### config.mk
export PLATFORM = sky130hd
export DESIGN_NAME = camera_fifo_burst_reader
export DESIGN_NICKNAME = d
export VERILOG_FILES = /design/src/rtl/camera_fifo_pkg.sv /design/src/rtl/camera_pix_packer.sv /design/src/rtl/camera_fifo_burst_reader.sv
export SDC_FILE = /design/constraint.sdc
export NUM_CORES = 1
export LEC_CHECK = 0
export CAP_MARGIN = 25
export CORE_MARGIN = 3
export CORE_UTILIZATION = 35
export CTS_CLUSTER_SIZE = 10
export DETAILED_ROUTE_END_ITERATION = 10
export GPL_ROUTABILITY_DRIVEN = 0
export PLACE_DENSITY = 0.61
export SETUP_SLACK_MARGIN = 0.1
export SYNTH_ARGS = -nofsm -noshare
export SYNTH_HDL_FRONTEND = slang
export SYNTH_SLANG_ARGS = --single-unit
### constraint.sdc
create_clock -name rd_clk -period 18.7 [get_ports rd_clk]
set_clock_uncertainty 0.1 [all_clocks]
set_input_delay 4.675 -clock rd_clk [delete_from_list [all_inputs] [get_ports rd_clk]]
set_output_delay 4.675 -clock rd_clk [all_outputs]
set_load 0.01 [all_outputs]
### src/rtl/camera_fifo_pkg.sv
// Shared state encoding and default geometry for the camera FIFO burst reader.
package camera_fifo_pkg;

  typedef enum logic [1:0] {
    ST_IDLE,
    ST_CMD,
    ST_DATA
  } rd_state_e;

  localparam int DEF_PIX_W     = 16;
  localparam int DEF_PACK      = 8;
  localparam int DEF_BURST_LEN = 16;

  function automatic int burst_bytes(input int pix_w, input int pack, input int burst_len);
    return burst_len * pack * pix_w / 8;
  endfunction

  localparam int DEF_BURST_BYTES = burst_bytes(DEF_PIX_W, DEF_PACK, DEF_BURST_LEN);

endpackage

### src/rtl/camera_pix_packer.sv
// Packs PACK pixels into one word (first pixel in the LSBs) behind a one-word output register.
module camera_pix_packer #(
  parameter int PIX_W = 16,
  parameter int PACK  = 8
) (
  input  logic                  clk,
  input  logic                  rst,
  input  logic                  pix_valid,
  output logic                  pix_ready,
  input  logic [PIX_W-1:0]      pix_data,
  output logic                  out_valid,
  input  logic                  out_ready,
  output logic [PIX_W*PACK-1:0] out_data
);

  localparam int CNT_W = $clog2(PACK + 1);

  logic [CNT_W-1:0]      cnt_q, cnt_d, slot;
  logic [PIX_W*PACK-1:0] pack_q, pack_d, out_q, out_d;
  logic                  out_vld_q, out_vld_d;
  logic                  full, out_free, move, take;

  // A full pack register drains into the output register whenever it is free,
  // and in that same cycle the next pixel may already land in slot 0.
  always_comb begin
    full      = (cnt_q == CNT_W'(PACK));
    out_free  = !out_vld_q || out_ready;
    move      = full && out_free;
    pix_ready = !full || out_free;
    take      = pix_valid && pix_ready;
    pack_d    = pack_q;
    cnt_d     = cnt_q;
    out_d     = out_q;
    out_vld_d = out_vld_q;
    slot      = move ? '0 : cnt_q;
    if (move) begin
      out_d     = pack_q;
      out_vld_d = 1'b1;
      cnt_d     = '0;
    end else if (out_ready) begin
      out_vld_d = 1'b0;
    end
    if (take) begin
      pack_d[int'(slot)*PIX_W +: PIX_W] = pix_data;
      cnt_d = slot + CNT_W'(1);
    end
  end

  always_ff @(posedge clk or posedge rst) begin
    if (rst) begin
      cnt_q     <= '0;
      pack_q    <= '0;
      out_q     <= '0;
      out_vld_q <= 1'b0;
    end else begin
      cnt_q     <= cnt_d;
      pack_q    <= pack_d;
      out_q     <= out_d;
      out_vld_q <= out_vld_d;
    end
  end

  assign out_valid = out_vld_q;
  assign out_data  = out_q;

endmodule

### src/rtl/camera_fifo_burst_reader.sv
// Reads camera pixels from a prefetch FIFO and emits address-tagged write bursts of packed words.
// Optional burst statistics counter enabled by defining CAMERA_BURST_RD_STAT_EN.
module camera_fifo_burst_reader
  import camera_fifo_pkg::*;
#(
  parameter int                PIX_W       = DEF_PIX_W,
  parameter int                PACK        = DEF_PACK,
  parameter int                BURST_LEN   = DEF_BURST_LEN,
  parameter int                ADDR_W      = 28,
  parameter logic [ADDR_W-1:0] BASE_ADDR   = '0,
  parameter logic [31:0]       FRAME_BYTES = 32'h0025_8000
) (
  input  logic                  rd_clk,
  input  logic                  rd_rst,
  input  logic                  frame_start,
  output logic                  fifo_rd_en,
  input  logic                  fifo_rd_vld,
  input  logic [PIX_W-1:0]      fifo_rd_data,
  output logic                  cmd_valid,
  input  logic                  cmd_ready,
  output logic [ADDR_W-1:0]     cmd_addr,
  output logic [7:0]            cmd_len,
  output logic                  dat_valid,
  input  logic                  dat_ready,
  output logic [PIX_W*PACK-1:0] dat_data,
  output logic                  dat_last,
  output logic                  busy
`ifdef CAMERA_BURST_RD_STAT_EN
  ,
  output logic [15:0]           burst_cnt
`endif
);

  localparam int                BURST_PIX = BURST_LEN * PACK;
  localparam int                POP_W     = $clog2(BURST_PIX + 1);
  localparam int                BEAT_W    = $clog2(BURST_LEN + 1);
  localparam logic [ADDR_W-1:0] STEP      = ADDR_W'(burst_bytes(PIX_W, PACK, BURST_LEN));
  localparam logic [ADDR_W-1:0] END_ADDR  = BASE_ADDR + ADDR_W'(FRAME_BYTES);

  rd_state_e         state_q, state_d;
  logic [ADDR_W-1:0] addr_q, addr_d, addr_inc;
  logic              pend_q, pend_d;
  logic [POP_W-1:0]  pop_cnt_q, pop_cnt_d;
  logic [BEAT_W-1:0] beat_cnt_q, beat_cnt_d;
  logic              pop, cmd_fire, beat_fire, pk_ready;

  camera_pix_packer #(
    .PIX_W (PIX_W),
    .PACK  (PACK)
  ) u_packer (
    .clk       (rd_clk),
    .rst       (rd_rst),
    .pix_valid (pop),
    .pix_ready (pk_ready),
    .pix_data  (fifo_rd_data),
    .out_valid (dat_valid),
    .out_ready (dat_ready),
    .out_data  (dat_data)
  );

  // addr_q always holds the address of the next command; a pending frame
  // restart only overrides it at CMD entry so an in-flight burst is untouched.
  always_comb begin
    state_d    = state_q;
    addr_d     = addr_q;
    pend_d     = pend_q | frame_start;
    pop_cnt_d  = pop_cnt_q;
    beat_cnt_d = beat_cnt_q;
    addr_inc   = addr_q + STEP;
    fifo_rd_en = (state_q == ST_DATA) && (pop_cnt_q < POP_W'(BURST_PIX)) && pk_ready;
    pop        = fifo_rd_en && fifo_rd_vld;
    cmd_valid  = (state_q == ST_CMD);
    cmd_fire   = cmd_valid && cmd_ready;
    dat_last   = dat_valid && (beat_cnt_q == BEAT_W'(BURST_LEN - 1));
    beat_fire  = dat_valid && dat_ready;
    if (pop)       pop_cnt_d  = pop_cnt_q + POP_W'(1);
    if (beat_fire) beat_cnt_d = beat_cnt_q + BEAT_W'(1);
    case (state_q)
      ST_IDLE: begin
        if (fifo_rd_vld) begin
          state_d = ST_CMD;
          if (pend_q || frame_start) begin
            addr_d = BASE_ADDR;
            pend_d = 1'b0;
          end
        end
      end
      ST_CMD: begin
        if (cmd_fire) begin
          state_d    = ST_DATA;
          addr_d     = (addr_inc == END_ADDR) ? BASE_ADDR : addr_inc;
          pop_cnt_d  = '0;
          beat_cnt_d = '0;
        end
      end
      ST_DATA: begin
        if (beat_fire && dat_last) state_d = ST_IDLE;
      end
      default: state_d = ST_IDLE;
    endcase
  end

  always_ff @(posedge rd_clk or posedge rd_rst) begin
    if (rd_rst) begin
      state_q    <= ST_IDLE;
      addr_q     <= BASE_ADDR;
      pend_q     <= 1'b0;
      pop_cnt_q  <= '0;
      beat_cnt_q <= '0;
    end else begin
      state_q    <= state_d;
      addr_q     <= addr_d;
      pend_q     <= pend_d;
      pop_cnt_q  <= pop_cnt_d;
      beat_cnt_q <= beat_cnt_d;
    end
  end

  assign cmd_addr = addr_q;
  assign cmd_len  = 8'(BURST_LEN - 1);
  assign busy     = (state_q != ST_IDLE);

`ifdef CAMERA_BURST_RD_STAT_EN
  logic [15:0] burst_cnt_q, burst_cnt_d;

  always_comb begin
    burst_cnt_d = burst_cnt_q;
    if (frame_start)                               burst_cnt_d = '0;
    else if (cmd_fire && burst_cnt_q != 16'hFFFF)  burst_cnt_d = burst_cnt_q + 16'd1;
  end

  always_ff @(posedge rd_clk or posedge rd_rst) begin
    if (rd_rst) burst_cnt_q <= '0;
    else        burst_cnt_q <= burst_cnt_d;
  end

  assign burst_cnt = burst_cnt_q;
`endif

endmodule

==> results of run 1 <==
## final timing paths
path / startpoint / to / slack, ns / depth (start not counted)
min in group asynchronous: rd_rst / u_packer.out_data[21] / 4.55 / 2
min: u_packer.pack_q[26] / u_packer.out_data[26] / 0.36 / 2
max reg2reg: u_packer.cnt_q[0] / u_packer.pack_q[16] / 15.11 / 9
min reg2reg: u_packer.pack_q[26] / u_packer.out_data[26] / 0.36 / 2
max in group asynchronous: rd_rst / u_packer.out_data[73] / 12.80 / 3
max: dat_ready / fifo_rd_en / 7.62 / 4
## synth_stat cells, types with 9 or more instances
| master | n |
|---|---|
| dfrtp_1 | 297 |
| nand2_1 | 462 |
| clkbuf_1 | 45 |
| buf_4 | 19 |
| o21ai_0 | 72 |
| inv_1 | 10 |
| a21oi_1 | 14 |
| nor2_1 | 37 |
| mux2_2 | 92 |
| nand3_1 | 13 |
| a31oi_1 | 9 |
| nand4_1 | 9 |
## per-stage QoR
step / area, sq um / hold WS, ns / std cells / total power [W] / setup slack [ns]
3_5_place_dp: 14500 / 0.352 / 1782 / 0.00147 / 7.64
2_1_floorplan: 12400 / 0.333 / 1216 / 0.00121 / 5.72
4_1_cts: 15500 / 0.360 / 1828 / 0.00210 / 7.63
3_3_place_gp: 14400 / 0.343 / 1780 / 0.00145 / 7.60
6_report: 15500 / 0.360 / 1830 / 0.00207 / 7.62
5_1_grt: 15500 / 0.388 / 1830 / 0.00220 / 7.56
## state kept, by name, summed over array words and instances, names as in the netlist
name,flops
u_packer.out_data,128
u_packer.pack_q,128
cmd_addr,20
pop_cnt_q,8
beat_cnt_q,5
u_packer.cnt_q,4
state_q,2
pend_q,1
u_packer.out_valid,1
## logic make-up after synthesis
kind of cell	Yosys count	synth area share, %
buf+inv	89	3.81
mux	95	8.63
flops	297	60.2
fa+ha+maj	8	0.810
simple gates	581	20.2
compound gates	115	5.27
other cells	2	0.0608
xor+xnor	15	1.06
## power by group
| group | switching (W) | total, W | internal, W |
|---|---|---|---|
| Combinational | 0.000266 | 0.000529 | 0.000264 |
| Clock | 0.000249 | 0.000616 | 0.000367 |
| Sequential | 0.000109 | 0.000926 | 0.000816 |
| Total | 0.000624 | 0.00207 | 0.00145 |
## metal layers
layer	share of wire, %	track usage, %	up-vias	routed length (um)
li1	-	-	4224	-
met1	47	23.5	4439	15000
met2	46	26.7	186	14600
met3	5.8	4.36	34	1860
met4	1.5	3.46	0	490
met5	0	0	-	0
## critical path, stage by stage
cell             delay [ns]
clkdlybuf4s50_1        0.50
nor2b_1                0.11
a311oi_1               0.40
clkdlybuf4s50_1        0.62
## area by class of cell
class	count	share of cell area (%)
multi-input cells	830	29.2
clock inverters	3	0.355
repair buffers	192	12.4
clock buffers	43	6.11
well taps	455	3.67
inverters	10	0.291
flip-flops and latches	297	47.9
==> run metrics, run 1 <==
NumNets Final 1,397; drt first pass iters 5; fillers between 3,000 and 4,000; pwr dens around 130 mW/mm^2; setup TNS 0 ns; Avg WL per Cell 17.4 um; Final min period 11.08 ns; Crit Path Max Fanout 4; CTS H-tree depth 2; share of post-route cells with drive strength above 1 12.6%; core area 0.0346 sq mm; area of the multi-input gates 0.00452 sq mm; Cell variety after synth 56; # DRC 0; outcome finished clean; Total GRT Usage between 15 and 20%; Final period util 59.2%; CP Capture Type primary output; CTS tree yes; share of Yosys cell area claimed by the top area cell type 60.2%; Yosys reg bits 297; ys flop type dfrtp_1; slew at the pin closest to its max-slew limit 1.07 ns; Async SR Flop Fraction 100%; Overflow after GRT 0; number of global-route vias before repair 9,059; Synth Cell Area roughly 0.012 sq mm; Slew HR between 20% and 30%; RSZ-0062 raised after global routing false; Final HPWL DP 20,500 um; clock buffer depth 3; Static Leak 7.50 nW; CTS Buf Count 36; Crit Path Class input pin to primary output; # IOs 191; die height around 190 um; initial drt markers roughly 460; post-synthesis sequential area ratio between 60% and 70%; Clk Latency, worst-skew pair 0.50 ns; number of clock sinks 297; final count of hold timing violations 0; total die area 0.0376 sq mm; Post-DRT Antenna Nets 0; # diodes 0; main area contributors after synthesis dfrtp_1 (60%), nand2_1 (14%), mux2_2 (8.4%); fin util 44.8%; Vias/cell 4.85; Total Wirelength 31,900 um; Gate Count Post-Synth 1,202; type of origin of the critical path input pin; CP Data Required Time about 14 ns; # resized after CTS 0; root buf cell clkbuf_16; HP Class flop to flop; most common cell after layout, fill and taps aside nand2_1; CTS clk-pin slew, worst paths 0.05 ns; hold buffer count at CTS 0; # setup viols final 0; vias post-DR 8,883; row cnt 68; syn avg cell area 10.3 sq um; YS warnings 0; Synth-to-Final Area Change 25.5%; fin. max-slew vios 0; Reg area 0.00743 sq mm; number of synthesized flops with an enable pin 0; Initial Util 35.7%; # Max-Cap Violations 0; Worst Path Arrival 6.30 ns; largest net degree at the start of global routing 92; first-pass GRT wire length ~51,000 um; Die Wd 194 um; leading area contributor after synthesis dfrtp_1; IO buf count 174; Post-CTS Setup Bufs 0; initial antenna violation count 0; Max VDD drop 0.0873 mV; commonest cells after routing, fill and taps aside nand2_1 (462), dfrtp_1 (297), clkdlybuf4s50_1 (174); Fmax 90.3 MHz
Power figures use the tool's default switching activity.
==> run 2, diff against run 1 <==
Clock period 18.7 ns to 10.85 ns, I/O delays scaled along.
==> run 2 against run 1 <==
Effect of this change:
- worst hold slack got worse by 0.0031 ns
- critical path depth is the same
- register-to-register slack worse by 7.8 ns
- non-clock buffer count fell by 2
- die area unchanged
- critical endpoint unchanged
- worst setup slack got worse by 3.9 ns
- utilization barely moved
==> run metrics, run 2 (synthesized netlist as in run 1, its figures left out) <==
root buf cell clkbuf_16 (unchanged); CTS tree yes (unchanged); number of clock sinks 297 (unchanged); initial drt markers 518 (was 457); core area 0.0346 sq mm (unchanged); CTS clk-pin slew, worst paths 0.05 ns (about the same); Final period util approximately two thirds; Overflow after GRT 0 (unchanged); final count of hold timing violations 0 (unchanged); # resized after CTS 0 (unchanged); CTS H-tree depth 2 (unchanged); DP Area 0.0145 sq mm (about the same); switching portion of total power 30.2% (was 30.1%); final instance area 0.0155 sq mm (about the same); Clk Latency, worst-skew pair 0.51 ns (was 0.50 ns); # IOs 191 (unchanged); share of post-route cells with drive strength above 1 12.5% (was 12.6%); number of global-route vias before repair 9,151 (was 9,059); Post-CTS Setup Bufs 0 (unchanged); setup TNS 0 ns (unchanged); Initial Util 35.7% (unchanged); area of the multi-input gates 0.00452 sq mm (unchanged); NumNets Final 1,395 (was 1,397); Vias/cell 4.88 (was 4.85); vias post-DR 8,932 (was 8,883); Final HPWL DP 20,300 um (was 20,500 um); clock buffer depth 3 (unchanged); most frequent cell on the critical path clkdlybuf4s50_1 (unchanged); Int Pwr 0.00251 W (was 0.00145 W); Slew HR 26.7% (was 28.9%); # setup viols final 0 (unchanged); Switch Pwr 0.00109 W (was 0.000624 W); Crit Path Max Fanout 4 (unchanged); Worst Path Arrival 4.31 ns (was 6.30 ns); max incr delay on CP 0.61 ns (was 0.62 ns); CTS Buf Count 36 (unchanged); WP buf/inv 2 (unchanged); Comb pwr share 25.1% (was 25.6%); Die Wd 194 um (unchanged); fin util 44.8% (about the same); # diodes 0 (unchanged); fin. max-slew vios 0 (unchanged); Avg WL per Cell 17.5 um (was 17.4 um); IO buf count 174 (unchanged); fillers 3,277 (was 3,342); Reg area 0.00743 sq mm (unchanged); # Max-Cap Violations 0 (unchanged); drt first pass iters 5 (unchanged); family with the most delay on the worst path buffers and inverters (unchanged); commonest cells after routing, fill and taps aside nand2_1 (462), dfrtp_1 (297), clkdlybuf4s50_1 (174) (unchanged); placed cells 1,781 (was 1,782); CP Data Required Time 8.04 ns (was 13.93 ns); CP Cell Sequence clkdlybuf4s50_1 -> nor2b_1 -> a311oi_1 -> clkdlybuf4s50_1 (unchanged); Fmax 140 MHz; hold buffer count at CTS 0 (unchanged); first-pass GRT wire length 51,600 um (was 51,300 um); # DRC 0 (unchanged); total die area 0.0376 sq mm (unchanged); Final min period 7.13 ns; initial antenna violation count 0 (unchanged); Total Wirelength 32,100 um (was 31,900 um); CP Capture Type primary output (unchanged); Synth-to-Final Area Change 25.6% (was 25.5%); RSZ-0062 raised after global routing false (unchanged); Static Leak 7.50 nW (about the same); Max VDD drop 0.124 mV (was 0.0873 mV); clock share of power 30.3% (was 29.7%); row cnt 68 (unchanged); Post-DRT Antenna Nets 0 (unchanged); Total GRT Usage 17.0% (was 16.8%); slowest stage cell on the critical path clkdlybuf4s50_1 (unchanged); outcome finished clean (unchanged); type of origin of the critical path input pin (unchanged); HP Class flop to flop (unchanged); pwr dens 232 mW/mm^2 (was 134 mW/mm^2); largest net degree at the start of global routing 183 (was 92); die height 194 um (unchanged); part of the power in registers 44.6% (was 44.7%); Crit Path Class input pin to primary output (unchanged); Hold Slack 0.356 ns (was 0.360 ns); most common cell after layout, fill and taps aside nand2_1 (unchanged); slew at the pin closest to its max-slew limit 1.10 ns (was 1.07 ns); Finished Layout Cells 1,829 (was 1,830)
==> run 2: through the flow <==
step,worst slack (ns),total power [W]
after detailed placement,3.71,0.00253
after floorplan,4.09,0.00209
final,3.72,0.00360
after global routing,3.62,0.00382
after CTS,3.71,0.00365
after global placement,3.71,0.00250
==> run 2: final cells by class <==
cell class | count | share of cell area (%)
Sequential cell | 297 | 47.9
Multi-Input combinational cell | 830 | 29.2
Timing Repair Buffer | 190 | 12.3
Clock buffer | 44 | 6.27
Tap cell | 455 | 3.67
Clock inverter | 3 | 0.492
Inverter | 10 | 0.266
==> run 2: per-layer routing <==
metal,up-vias,GRT usage (%),share of wire [%]
met5,-,0,0
met4,0,3.40,1.4
met3,40,4.24,5.8
met2,203,26.7,46
met1,4479,24.1,47
li1,4210,-,-
==> run 2: path summary, 6_finish.rpt <==
| path | startpoint | endpoint | slack, ns | cells after the start |
|---|---|---|---|---|
| worst max-delay path | dat_ready | fifo_rd_en | 3.72 | 4 |
| worst min-delay path | u_packer.pack_q[123] | u_packer.out_data[123] | 0.36 | 2 |
| worst max register to register | u_packer.cnt_q[0] | u_packer.pack_q[27] | 7.31 | 9 |
| worst min register to register | u_packer.pack_q[123] | u_packer.out_data[123] | 0.36 | 2 |
| max in group asynchronous | rd_rst | u_packer.pack_q[88] | 6.52 | 4 |
| min in group asynchronous | rd_rst | u_packer.out_data[27] | 2.64 | 3 |
==> run 2: power by group through the flow <==
stage               sequential, W  clock [W]  combinational, W
global placement          0.00161          0          0.000888
detailed placement        0.00162          0          0.000910
finish                    0.00160    0.00109          0.000901
global route              0.00164    0.00117           0.00100
floorplan                 0.00161          0          0.000473
CTS                       0.00161    0.00112          0.000915
==> run 2: worst register-to-register path, delay by kind of cell (launching register included) <==
family | cells | cell delay (ns)
simple gates | 5 | 1.60
flops | 1 | 0.51
compound gates | 1 | 0.36
mux | 1 | 0.47
buf+inv | 1 | 0.10
fa+ha+maj | 1 | 0.27
==> run 3, diff against run 2 <==
Clock period 10.85 ns to 7.15 ns, I/O delays scaled along.
==> run 3 against run 2 <==
Effect of this change:
- register-to-register slack worse by 3.6 ns
- utilization rose by 0.065 points
- clock power rose by 50%
- non-clock buffer count up 2
- worst setup slack worse by 1.9 ns
- sequential cell count did not move
- power rose by 51%
- final area is 0.15% higher
- routed wire length fell by 0.20%
==> run metrics, run 3 (synthesized netlist as in run 1, its figures left out) <==
outcome finished clean (unchanged); Worst Path Arrival 3.39 ns (was 4.31 ns); Post-DRT Antenna Nets 0 (unchanged); NumNets Final 1,397 (was 1,395); Overflow after GRT 0 (unchanged); IO buf count 174 (unchanged); Avg WL per Cell 17.5 um (about the same); Final HPWL DP 20,500 um (was 20,300 um); largest net degree at the start of global routing 165 (was 183); Synth-to-Final Area Change 25.8% (was 25.6%); stages on the worst setup path 4 (unchanged); type of origin of the critical path input pin (unchanged); # resized after CTS 0 (unchanged); Total Wirelength 32,000 um (was 32,100 um); Crit Reg-Reg Startpoint u_packer.cnt_q[0] (unchanged); CP Cell Sequence clkdlybuf4s50_1 -> nor2b_1 -> a311oi_1 -> clkdlybuf4s50_1 (unchanged); core area 0.0346 sq mm (unchanged); # diodes 0 (unchanged); CTS Buf Count 36 (unchanged); die height 194 um (unchanged); final count of hold timing violations 0 (unchanged); Total GRT Usage 16.7% (was 17.0%); WP buf/inv 2 (unchanged); Crit Path Max Fanout 4 (unchanged); RSZ-0062 raised after global routing false (unchanged); Critical Path End fifo_rd_en (unchanged); slew at the pin closest to its max-slew limit 0.938 ns (was 1.10 ns); Vias/cell 4.90 (was 4.88); total die area 0.0376 sq mm (unchanged); # DRC 0 (unchanged); Crit Path Class input pin to primary output (unchanged); CTS clk-pin slew, worst paths 0.05 ns (about the same); vias post-DR 8,974 (was 8,932); root buf cell clkbuf_16 (unchanged); most frequent cell on the critical path clkdlybuf4s50_1 (unchanged); Post-CTS Setup Bufs 0 (unchanged); initial drt markers 468 (was 518); # setup viols final 0 (unchanged); pwr dens 351 mW/mm^2 (was 232 mW/mm^2); hold buffer count at CTS 0 (unchanged); R2R cell count 9 (unchanged); row cnt 68 (unchanged); Clk Latency, worst-skew pair 0.51 ns (about the same); final instance area 0.0155 sq mm (about the same); CP Capture Type primary output (unchanged); commonest cells after routing, fill and taps aside nand2_1 (462), dfrtp_1 (297), clkdlybuf4s50_1 (174) (unchanged); fin. max-slew vios 0 (unchanged); Initial Util 35.7% (unchanged); # Max-Cap Violations 0 (unchanged); number of clock sinks 297 (unchanged); drt first pass iters 5 (unchanged); Fmax around 190 MHz; share of post-route cells with drive strength above 1 12.7% (was 12.5%); Final period util 73.8%; clock buffer depth 3 (unchanged); most common cell after layout, fill and taps aside nand2_1 (unchanged); Die Wd 194 um (unchanged); CP Launch Point dat_ready (unchanged); HP Class flop to flop (unchanged); DP Area 0.0145 sq mm (about the same); worst reg2reg endpoint u_packer.pack_q[25] (was u_packer.pack_q[27]); Static Leak 7.52 nW (was 7.50 nW); family with the most delay on the worst path buffers and inverters (unchanged); # IOs 191 (unchanged); worst reg-to-reg setup slack 3.67 ns (was 7.31 ns); slowest stage cell on the critical path clkdlybuf4s50_1 (unchanged); CTS tree yes (unchanged); setup TNS 0 ns (unchanged); number of global-route vias before repair 9,024 (was 9,151); max incr delay on CP 0.65 ns (was 0.61 ns); first-pass GRT wire length 50,800 um (was 51,600 um); Slew HR 37.5% (was 26.7%); CTS H-tree depth 2 (unchanged); Max VDD drop 0.208 mV (was 0.124 mV); CP Data Required Time 5.26 ns (was 8.04 ns); initial antenna violation count 0 (unchanged); Final min period 5.28 ns
run 3: cell types whose count changed in the layout (fill, tap and decap cells not counted), sizes merged:
| cell | delta |
|---|---|
| clkbuf | +1 |
| bufinv | -1 |
| buf | +2 |
run 3: worst min-delay path by stage:
stage                              from                     to  slack (ns)  cells past startpoint
floorplan           u_packer.pack_q[16]  u_packer.out_data[16]        0.33                      2
global placement    u_packer.pack_q[48]  u_packer.out_data[48]        0.34                      2
detailed placement  u_packer.pack_q[91]  u_packer.out_data[91]        0.35                      2
CTS                 u_packer.pack_q[16]  u_packer.out_data[16]        0.36                      2
global route        u_packer.pack_q[16]  u_packer.out_data[16]        0.37                      2
finish              u_packer.pack_q[16]  u_packer.out_data[16]        0.36                      2
run 3: metal layers:
layer / track usage [%] / routed length, um / share of wire [%]
met1: 23.4 / 14700 / 46
met4: 3.40 / 463 / 1.4
met3: 3.87 / 1970 / 6.2
met2: 27.0 / 14900 / 46
met5: 0 / 0 / 0
run 3: worst min-delay path: stages, from the launching register on:
cell and delay (ns):
dfrtp_1 0.34, nand2_1 0.05, nand2_1 0.05
run 3: area by class of cell:
class | count | area (sq um)
flip-flops and latches | 297 | 7430
clock buffers | 45 | 1010
repair buffers | 192 | 1940
inverters | 10 | 41.3
fillers | 3275 | 19100
well taps | 455 | 569
clock inverters | 2 | 21.3
multi-input cells | 830 | 4520
run 3: power breakdown:
| part | total, W | switching (W) | internal (W) |
|---|---|---|---|
| clock | 0.00164 | 0.000658 | 0.000977 |
| sequential | 0.00244 | 0.000302 | 0.00213 |
| combinational | 0.00137 | 0.000683 | 0.000692 |
| total | 0.00545 | 0.00164 | 0.00380 |
run 3: metrics by stage:
step	utilization (%)	total power (W)	cells	hold slack, ns	worst slack [ns]
2_1_floorplan	-	0.00317	1216	0.333	1.32
3_3_place_gp	41.7	0.00380	1780	0.341	1.88
3_5_place_dp	41.8	0.00384	1782	0.351	1.88
4_1_cts	44.8	0.00551	1829	0.362	1.87
5_1_grt	44.9	0.00577	1831	0.367	1.75
6_report	44.9	0.00545	1831	0.355	1.87
